$ cat src/rtl/decode_bus_pkg.sv
// Shared types and constants for the fetch-to-decode bus.
package decode_bus_pkg;

    typedef struct packed {
        logic [31:0] pc;
        logic [31:0] instr;
        logic        pred_taken;
        logic        valid;
    } FetchToDecodeBusPacket;

    localparam int unsigned FETCH_DECODE_FIFO_DEPTH = 4;
    localparam logic [15:0] DROP_CNT_SAT            = 16'hFFFF;

endpackage

$ cat src/rtl/fetch_to_decode_receiver_if.sv
// Bus-side and decode-side handshake signals of the fetch-to-decode receiver.
interface fetch_to_decode_receiver_if;
    import decode_bus_pkg::*;

    logic                  bus_is_busy;
    FetchToDecodeBusPacket bus_data;
    logic                  bus_recv_ack;
    logic                  out_valid;
    FetchToDecodeBusPacket out_packet;
    logic                  out_ready;

    modport master (
        output bus_is_busy,
        output bus_data,
        input  bus_recv_ack,
        input  out_valid,
        input  out_packet,
        output out_ready
    );

    modport slave (
        input  bus_is_busy,
        input  bus_data,
        output bus_recv_ack,
        output out_valid,
        output out_packet,
        input  out_ready
    );

endinterface

$ cat src/rtl/sync_fifo.sv
// Synchronous FIFO with clear; head is the oldest entry, count is the occupancy.
module sync_fifo #(
    parameter int unsigned Depth = 4,
    parameter type T = logic,
    localparam int unsigned PtrW = $clog2(Depth),
    localparam int unsigned CntW = PtrW + 1
) (
    input  logic            clk_i,
    input  logic            reset_i,
    input  logic            clear_i,
    input  logic            push_i,
    input  T                data_i,
    input  logic            pop_i,
    output T                head_o,
    output logic [CntW-1:0] count_o
);

    logic [PtrW-1:0] rptr_q, rptr_d;
    logic [PtrW-1:0] wptr_q, wptr_d;
    logic [CntW-1:0] count_q, count_d;
    T                mem_q [Depth];

    logic full, empty, do_push, do_pop;

    assign full    = (count_q == CntW'(Depth));
    assign empty   = (count_q == '0);
    assign do_push = push_i & ~full;
    assign do_pop  = pop_i & ~empty;

    always_comb begin
        rptr_d  = rptr_q;
        wptr_d  = wptr_q;
        count_d = count_q;
        if (clear_i) begin
            rptr_d  = '0;
            wptr_d  = '0;
            count_d = '0;
        end else begin
            if (do_push) wptr_d = wptr_q + PtrW'(1);
            if (do_pop)  rptr_d = rptr_q + PtrW'(1);
            unique case ({do_push, do_pop})
                2'b10:   count_d = count_q + CntW'(1);
                2'b01:   count_d = count_q - CntW'(1);
                default: count_d = count_q;
            endcase
        end
    end

    always_ff @(posedge clk_i) begin
        if (reset_i) begin
            rptr_q  <= '0;
            wptr_q  <= '0;
            count_q <= '0;
        end else begin
            rptr_q  <= rptr_d;
            wptr_q  <= wptr_d;
            count_q <= count_d;
        end
    end

    // Storage is not reset; entries are only observed while count is nonzero.
    always_ff @(posedge clk_i) begin
        if (do_push && !clear_i) mem_q[wptr_q] <= data_i;
    end

    assign head_o  = mem_q[rptr_q];
    assign count_o = count_q;

    a_no_overflow: assert property (@(posedge clk_i) disable iff (reset_i)
        !(push_i && full && !clear_i));
    a_no_underflow: assert property (@(posedge clk_i) disable iff (reset_i)
        !(pop_i && empty && !clear_i));
    a_count_bound: assert property (@(posedge clk_i) disable iff (reset_i)
        count_q <= CntW'(Depth));

endmodule

$ cat src/rtl/fetch_to_decode_receiver.sv
// Consumer end of the fetch-to-decode bus: acks packets into a FIFO, feeds decode,
// handles flush and keeps receive/drop statistics.
module fetch_to_decode_receiver
    import decode_bus_pkg::*;
#(
    parameter int unsigned DEPTH = FETCH_DECODE_FIFO_DEPTH,
    localparam int unsigned CNT_W = $clog2(DEPTH) + 1
) (
    input  logic                       clk_i,
    input  logic                       reset_i,
    input  logic                       flush_i,
    fetch_to_decode_receiver_if.slave  bus_if,
    output logic [CNT_W-1:0]           occupancy_o,
    output logic [31:0]                received_count_o,
    output logic [15:0]                dropped_count_o
);

    logic             pull, push, pop;
    logic [CNT_W-1:0] occupancy;
    logic [31:0]      received_q, received_d;
    logic [15:0]      dropped_q, dropped_d;
    logic [16:0]      drop_sum;

    // Flush may ack even when full because the acked packet is discarded anyway.
    assign pull = bus_if.bus_is_busy & ~reset_i & (flush_i | (occupancy < CNT_W'(DEPTH)));
    assign push = pull & ~flush_i;
    assign pop  = bus_if.out_valid & bus_if.out_ready & ~flush_i;

    assign bus_if.bus_recv_ack = pull;
    assign bus_if.out_valid    = (occupancy != '0);

    sync_fifo #(
        .Depth (DEPTH),
        .T     (FetchToDecodeBusPacket)
    ) u_fifo (
        .clk_i   (clk_i),
        .reset_i (reset_i),
        .clear_i (flush_i),
        .push_i  (push),
        .data_i  (bus_if.bus_data),
        .pop_i   (pop),
        .head_o  (bus_if.out_packet),
        .count_o (occupancy)
    );

    always_comb begin
        received_d = received_q;
        dropped_d  = dropped_q;
        drop_sum   = 17'(dropped_q) + 17'(occupancy) + 17'(pull);
        if (push) received_d = received_q + 32'd1;
        if (flush_i) begin
            dropped_d = (drop_sum > 17'(DROP_CNT_SAT)) ? DROP_CNT_SAT : drop_sum[15:0];
        end
    end

    always_ff @(posedge clk_i) begin
        if (reset_i) begin
            received_q <= '0;
            dropped_q  <= '0;
        end else begin
            received_q <= received_d;
            dropped_q  <= dropped_d;
        end
    end

    assign occupancy_o      = occupancy;
    assign received_count_o = received_q;
    assign dropped_count_o  = dropped_q;

endmodule

$ cat src/flat_wrapper.sv
// flat-port wrapper written by rule: the top's interface ports become plain ports
module fetch_to_decode_receiver_flat import decode_bus_pkg::*;
#(
    parameter int unsigned DEPTH = FETCH_DECODE_FIFO_DEPTH,
    localparam int unsigned CNT_W = $clog2(DEPTH) + 1
)
  (clk_i, reset_i, flush_i, occupancy_o, received_count_o, dropped_count_o, bus_if_bus_is_busy, bus_if_bus_data, bus_if_bus_recv_ack, bus_if_out_valid, bus_if_out_packet, bus_if_out_ready);
  fetch_to_decode_receiver_if bus_if_i ();
  input  logic clk_i;
  input  logic reset_i;
  input  logic flush_i;
  output logic [CNT_W-1:0] occupancy_o;
  output logic [31:0] received_count_o;
  output logic [15:0] dropped_count_o;
  input wire logic [$bits(bus_if_i.bus_is_busy)-1:0] bus_if_bus_is_busy;
  input wire logic [$bits(bus_if_i.bus_data)-1:0] bus_if_bus_data;
  output wire logic [$bits(bus_if_i.bus_recv_ack)-1:0] bus_if_bus_recv_ack;
  output wire logic [$bits(bus_if_i.out_valid)-1:0] bus_if_out_valid;
  output wire logic [$bits(bus_if_i.out_packet)-1:0] bus_if_out_packet;
  input wire logic [$bits(bus_if_i.out_ready)-1:0] bus_if_out_ready;
  assign bus_if_i.bus_is_busy = bus_if_bus_is_busy;
  assign bus_if_i.bus_data = bus_if_bus_data;
  assign bus_if_bus_recv_ack = bus_if_i.bus_recv_ack;
  assign bus_if_out_valid = bus_if_i.out_valid;
  assign bus_if_out_packet = bus_if_i.out_packet;
  assign bus_if_i.out_ready = bus_if_out_ready;
  fetch_to_decode_receiver #(.DEPTH(DEPTH)) u_core (.clk_i(clk_i), .reset_i(reset_i), .flush_i(flush_i), .bus_if(bus_if_i), .occupancy_o(occupancy_o), .received_count_o(received_count_o), .dropped_count_o(dropped_count_o));
endmodule
$ cat config.mk
export PLATFORM = sky130hd
export DESIGN_NAME = fetch_to_decode_receiver_flat
export DESIGN_NICKNAME = d
export VERILOG_FILES = /design/src/rtl/decode_bus_pkg.sv /design/src/rtl/fetch_to_decode_receiver_if.sv /design/src/rtl/sync_fifo.sv /design/src/rtl/fetch_to_decode_receiver.sv /design/src/flat_wrapper.sv
export SDC_FILE = /design/constraint.sdc
export NUM_CORES = 1
export LEC_CHECK = 0
export ABC_AREA = 1
export CAP_MARGIN = 30
export CORE_ASPECT_RATIO = 1.25
export CORE_MARGIN = 2
export CORE_UTILIZATION = 31
export DETAILED_ROUTE_END_ITERATION = 7
export SLEW_MARGIN = 30
export SYNTH_ARGS = -nofsm -noshare
export SYNTH_HDL_FRONTEND = slang
export SYNTH_HIERARCHICAL = 1
export SYNTH_SLANG_ARGS = --single-unit
$ cat constraint.sdc
create_clock -name clk_i -period 8.3 [get_ports clk_i]
set_clock_uncertainty 0.2 [all_clocks]
set_input_delay 1.66 -clock clk_i [delete_from_list [all_inputs] [get_ports clk_i]]
set_output_delay 1.66 -clock clk_i [all_outputs]
set_load 0.1 [all_outputs]
# Word-level counts from Yosys, hierarchy flattened

Memories as Yosys holds them, arrays and structs flattened. A register that Yosys moved wholly into a read port is not among the register bits.
Cells that the tools add are included.

$add $sub $neg: 7
$mul: 0
Div/mod/pow operators: 0
Order comparisons: 2
Equality and inequality tests: 3
Shift operators: 0
Muxes and demuxes: 6
Bitwise gates (word level): 12
Reduce and logical (&&, ||, !) cells: 6

Operator list:

| operator                                                        | number |
|---|---|
| adder 32 x 1 -> 32 bit, second input constant                   | 1 |
| adder 16 x 3 -> 17 bit                                          | 1 |
| adder 17 x 1 -> 17 bit                                          | 1 |
| greater-than comparator 17 x 16 -> 1 bit, second input constant | 1 |
| two-way mux 16 bit                                              | 1 |
| bitwise AND 1 bit                                               | 7 |
| one-hot mux 3 bit (2 select lines)                              | 1 |
| adder 2 x 1 -> 2 bit, second input constant                     | 2 |
| two-way mux 2 bit                                               | 2 |
| NOT 1 bit                                                       | 4 |
| adder 3 x 1 -> 3 bit, second input constant                     | 1 |
| == test 3 bit, second input constant                            | 1 |
| zero test 3 bit                                                 | 1 |
| less-than comparator 3 bit, second input constant               | 1 |
| nonzero test 3 bit                                              | 1 |
| subtractor 3 x 1 -> 3 bit, second input constant                | 1 |
| == test 2 x 1 -> 1 bit, second input constant                   | 1 |
| == test 2 bit, second input constant                            | 1 |
| two-way mux 1 bit                                               | 2 |
| nonzero test 2 bit                                              | 1 |
| OR reduction 2 bit                                              | 1 |
| logical AND 1 bit                                               | 1 |
| zero test 1 bit                                                 | 1 |
| OR 1 bit                                                        | 1 |

Bits in registers: 55
Latch bits: 0
Memory bits (writable): 264
Memory bits (read-only): 0
Output and inout bits: 119
Logic and storage cells: 42
Memories kept: 1

Memories:

| name                | depth | bits a word | rd ports | clocked after memory_dff | write ports | line            | source |
|---|---|---|---|---|---|---|---|
| u_core.u_fifo.mem_q | 4     | 66          | 1        | 1                        | 1           | sync_fifo.sv:21 | `T mem_q [Depth];` |

# Depth between registers and ports, before layout

Word-level depth: 8
Depth in mapped cells: 16

# Hierarchy

The synthesis kept the hierarchy.

By module, submodules not included:

| module                   | times used | cells each | area each (um^2) | seq. area each (um^2) |
|---|---|---|---|---|
| sync_fifo                | 1          | 713        | 10886.7          | 8107.8 |
| fetch_to_decode_receiver | 1          | 501        | 3042.9           | 960.9 |

# Worst setup path before layout

No wires, ideal clock.

Path type: input-to-reg
Start: input port flush_i
End: memory u_core/u_fifo/mem_q[0][0] (netlist bit), enable pin
Setup time: 0.491 ns
Arrival time: 5.521 ns
Data required time: 7.609 ns
Path slack: 2.089 ns
Stages on the path: 7
Cell sequence: inv_1 > nand3_2 > clkinv_1 > buf_2 > a21boi_1 > nand2_1 > nor2_1

Cells in the longest elaborated chain, start to end: 7
Elaborated cells between the ends (all ways): 9
Classes of those cells: mux (2); bitwise (5); reduce/logical (2)

Ends and longest elaborated chain:

| what                                      | line                           | source |
|---|---|---|
| from (decl)                               | flat_wrapper.sv:11             | `input logic flush_i;` |
| OR 1 bit                                  | fetch_to_decode_receiver.sv:25 | `assign pull = bus_if.bus_is_busy & ~reset_i & (flush_i \| (occupancy < CNT_W'(DEPTH)));` |
| bitwise AND 1 bit                         | fetch_to_decode_receiver.sv:25 |  |
| bitwise AND 1 bit *                       | fetch_to_decode_receiver.sv:26 | `assign push = pull & ~flush_i;` |
| via u_core.push                           | fetch_to_decode_receiver.sv:18 | `logic pull, push, pop;` |
| bitwise AND 1 bit *                       | sync_fifo.sv:27                | `assign do_push = push_i & ~full;` |
| logical AND 1 bit *                       | sync_fifo.sv:63                | `if (do_push && !clear_i) mem_q[wptr_q] <= data_i;` |
| two-way mux 1 bit *                       | sync_fifo.sv:63                |  |
| two-way mux 1 bit (not written as such) * | sync_fifo.sv:63                |  |
| to (decl)                                 | sync_fifo.sv:21                |  |

The timed path passes the listed nets; every way through them passes the cells marked *.

# Final worst setup path

Start: input port flush_i
End: output port bus_if_bus_recv_ack

Cells in the longest elaborated chain, start to end: 2

Ends and longest elaborated chain:

| what              | line                           | source |
|---|---|---|
| OR 1 bit          | fetch_to_decode_receiver.sv:25 |  |
| bitwise AND 1 bit | fetch_to_decode_receiver.sv:25 |  |
| to (decl)         | flat_wrapper.sv:17             | `output wire logic [$bits(bus_if_i.bus_recv_ack)-1:0] bus_if_bus_recv_ack;` |

Every way passes these cells.

==> impl_metrics.sql <==
INSERT INTO impl_metrics (metric_group, metric, value, unit) VALUES
('finish', 'final_util', '39.4', '%'),
('clocking', 'clkSinkCount', '321', ''),
('global_route', 'antenna_violations_before_repair', '4', ''),
('synthesis', 'yosys.area.top_type_share', '56.9', '%'),
('clocking', 'clk_lat_worst_skew', '510', 'ps'),
('synthesis', 'post-synth-top-count-cell', 'sky130_fd_sc_hd__edfxtp_1', ''),
('power', 'power.leakage', '5.76', 'nW'),
('synthesis', 'synth.avg_cell_area', '11.5', 'sq um'),
('job', 'maxCapViolCount', '0', ''),
('clocking', 'post_cts_buffers', '0', ''),
('status', 'outcome', 'completed', ''),
('global_route', 'wire_length_of_the_first_global_routing_pass', '50.9', 'mm'),
('synthesis', 'largest_area_contributor_in_the_synthesized_netlist', 'sky130_fd_sc_hd__edfxtp_1', ''),
('clocking', 'holdBufCountCts', '0', ''),
('place', 'detailedPlace.worstSlack', '2230', 'ps'),
('route', 'ant_nets', '0', ''),
('clocking', 'clock_pin_slew_on_the_worst_setup_and_hold_paths', '60', 'ps'),
('clocking', 'clock_root_buffer', 'sky130_fd_sc_hd__clkbuf_16', ''),
('timing', 'post-route-worst-setup-slack', '2340', 'ps'),
('power', 'cellPowerDensity', '198', 'nW/um^2'),
('global_route', 'grt_busiest_layer', 'met2', ''),
('finish', 'final_nets', '1482', ''),
('worst_setup_path', 'crit_path_start', 'flush_i', ''),
('route', 'firstDrtPassIters', '5', ''),
('route', 'drc', '0', ''),
('timing', 'totalNegativeSetupSlack', '0', 'ps'),
('timing', 'layout_worst_path_cycle_share', '71.8', '%'),
('floorplanning', 'effective_utilization_at_floorplan', '31.5', '%'),
('finish', 'final_cell_area', '17400', 'sq um'),
('floorplanning', 'num_rows', '86', ''),
('synthesis', 'post_synth_num_cell_types', '40', ''),
('worst_hold_path', 'worst_hold_path_type', 'reg2reg', ''),
('timing', 'rsz_0062_raised_after_global_routing', 'false', ''),
('synthesis', 'synth_async_sr_flop_share', '0', '%'),
('synthesis', 'post_synth_and_or_nand_nor_area_fraction', '16.2', '%'),
('timing', 'finalCriticalPeriod', '5960', 'ps'),
('global_route', 'track_usage', '13.8', '%'),
('timing', 'timing_worst_slew_pin_value', '1040', 'ps'),
('finish', 'layout-area-overhead-vs-synth', '25.0', '%'),
('global_route', 'first_global_vias', '9396', ''),
('finish', 'final_layout_size_suffix_gt1_share', '13.5', '%'),
('finish', 'ff_latch_area', '9070', 'sq um'),
('power', 'ir_worst_vdd', '0.105', 'mV'),
('finish', 'layout.filler_cells', '4261', ''),
('synthesis', 'synth-seq-cells', '321', ''),
('worst_setup_path', 'worst-endpoint-required', '6440', 'ps'),
('synthesis', 'synth-edff-count', '264', ''),
('floorplanning', 'design.die.area', '46700', 'sq um'),
('timing', 'finalMaxSlewViolations', '0', ''),
('worst_setup_path', 'rr_endpoint', 'u_core/u_fifo/mem_q[2][19]', ''),
('place', 'port_buffers', '189', ''),
('timing', 'max-slew-margin-rel', '30.4', '%'),
('clocking', 'cts-resized-gates', '0', ''),
('synthesis', 'synthTopCellsByCount', '264 x sky130_fd_sc_hd__edfxtp_1, 183 x sky130_fd_sc_hd__nand2_1, 178 x sky130_fd_sc_hd__nor2_1, 135 x sky130_fd_sc_hd__o21ai_0, 79 x sky130_fd_sc_hd__inv_1', ''),
('worst_setup_path', 'worst_r2r_startpoint', 'u_core/u_fifo/count_o[2]', ''),
('synthesis', 'synth_compound_gate_area_share', '11.9', '%'),
('worst_setup_path', 'timing.critical_path.fanout_max', '23', ''),
('synthesis', 'synth_xor_xnor_area_share', '1.01', '%'),
('place', 'placement_stage_cell_area', '16300', 'sq um'),
('synthesis', 'post_synth_mux_area_share', '0', '%'),
('global_route', 'groute.layer.met1.usage', '17.0', '%'),
('finish', 'multiInputGateArea', '4250', 'sq um'),
('synthesis', 'syn-cell-area', '13900', 'sq um'),
('global_route', 'grt_use_met2', '24.0', '%'),
('timing', 'timing.final.hold_violations', '0', ''),
('route', 'drt-total-wl', '32.9', 'mm'),
('worst_setup_path', 'setup.worst_path.end', 'bus_if_bus_recv_ack', ''),
('synthesis', 'ys_dominant_reg_cell', 'sky130_fd_sc_hd__edfxtp_1', ''),
('global_route', 'groute.layer.met3.usage', '3.26', '%'),
('route', 'vias_per_cell', '4.72', ''),
('floorplanning', 'die_h', '241', 'um');
[cells in the final DEF, fill, tap and decap left out, types with 26 or more instances in the layout]
master                              n
sky130_fd_sc_hd__dfxtp_1           55
sky130_fd_sc_hd__nor2_1           174
sky130_fd_sc_hd__nand2_1          183
sky130_fd_sc_hd__o21ai_0          135
sky130_fd_sc_hd__edfxtp_1         264
sky130_fd_sc_hd__o22ai_1           26
sky130_fd_sc_hd__o22ai_2           40
sky130_fd_sc_hd__clkdlybuf4s50_1  180
sky130_fd_sc_hd__inv_1             79
sky130_fd_sc_hd__a21oi_1           33
sky130_fd_sc_hd__nor2_4            46
sky130_fd_sc_hd__clkbuf_16         36
sky130_fd_sc_hd__nand3_1           32
[how the worst min path moves through the flow]
stage / startpoint / end / slack, ps / cells after the start
2_1_floorplan: u_core/u_fifo/rptr_q[1] / register / 260 / 2
5_1_grt: u_core/u_fifo/rptr_q[1] / register / 320 / 2
6_report: u_core/u_fifo/rptr_q[1] / register / 290 / 2
3_3_place_gp: u_core/received_count_o[5] / u_core/received_count_o[5] / 270 / 2
3_5_place_dp: u_core/received_count_o[5] / u_core/received_count_o[5] / 290 / 2
4_1_cts: u_core/u_fifo/rptr_q[1] / register / 290 / 2
[worst max-delay path, stage by stage]
cell,delay [ps]
sky130_fd_sc_hd__clkdlybuf4s50_1,1000
sky130_fd_sc_hd__o21a_1,280
sky130_fd_sc_hd__clkdlybuf4s50_1,1150
[kinds of logic (layout without fill, tap and decap cells)]
| kind of cell | after synthesis | in the layout |
|---|---|---|
| buffers and inverters | 133 | 346 |
| and+or+nand+nor | 473 | 473 |
| DFF | 321 | 321 |
| xor gates and xnor gates | 16 | 16 |
| AOI/OAI and AO/OA | 260 | 260 |
| adders and majority gates | 11 | 11 |
[state kept, by name, summed over array words and instances (netlist names), named ones only]
signal	flops
u_core/u_fifo/count_o	3
u_core/dropped_count_o	16
u_core/u_fifo/rptr_q	2
u_core/u_fifo/mem_q	264
u_core/received_count_o	32
u_core/u_fifo/wptr_q	2
[report_power, final]
part / internal [mW] / switching [mW] / total (mW)
sequential: 1.75 / 0.0113 / 1.77
combinational: 0.0613 / 0.140 / 0.201
clock: 0.855 / 0.630 / 1.49
[cell type report]
class | instances | area share [%]
sequential | 321 | 52.1
multi-input combinational | 760 | 24.4
timing repair buffer | 199 | 11.1
clock buffer | 42 | 5.42
tap | 572 | 4.11
inverter | 82 | 1.80
clock inverter | 23 | 1.03
[layer usage]
metal  share of wire, %  routed length, um
met1                 42              13900
met2                 49              16100
met3                6.3               2070
met4                2.1                699
met5               0.16                 52
[through the flow]
stage               hold WS [ps]  total power [mW]  instances
floorplan                    261              1.92       1214
global placement             267              2.00       1934
detailed placement           290              2.00       1934
CTS                          291              3.51       1999
global route                 318              3.58       1999
finish                       291              3.45       1999
No activity file was read; power rests on OpenSTA's default activity.
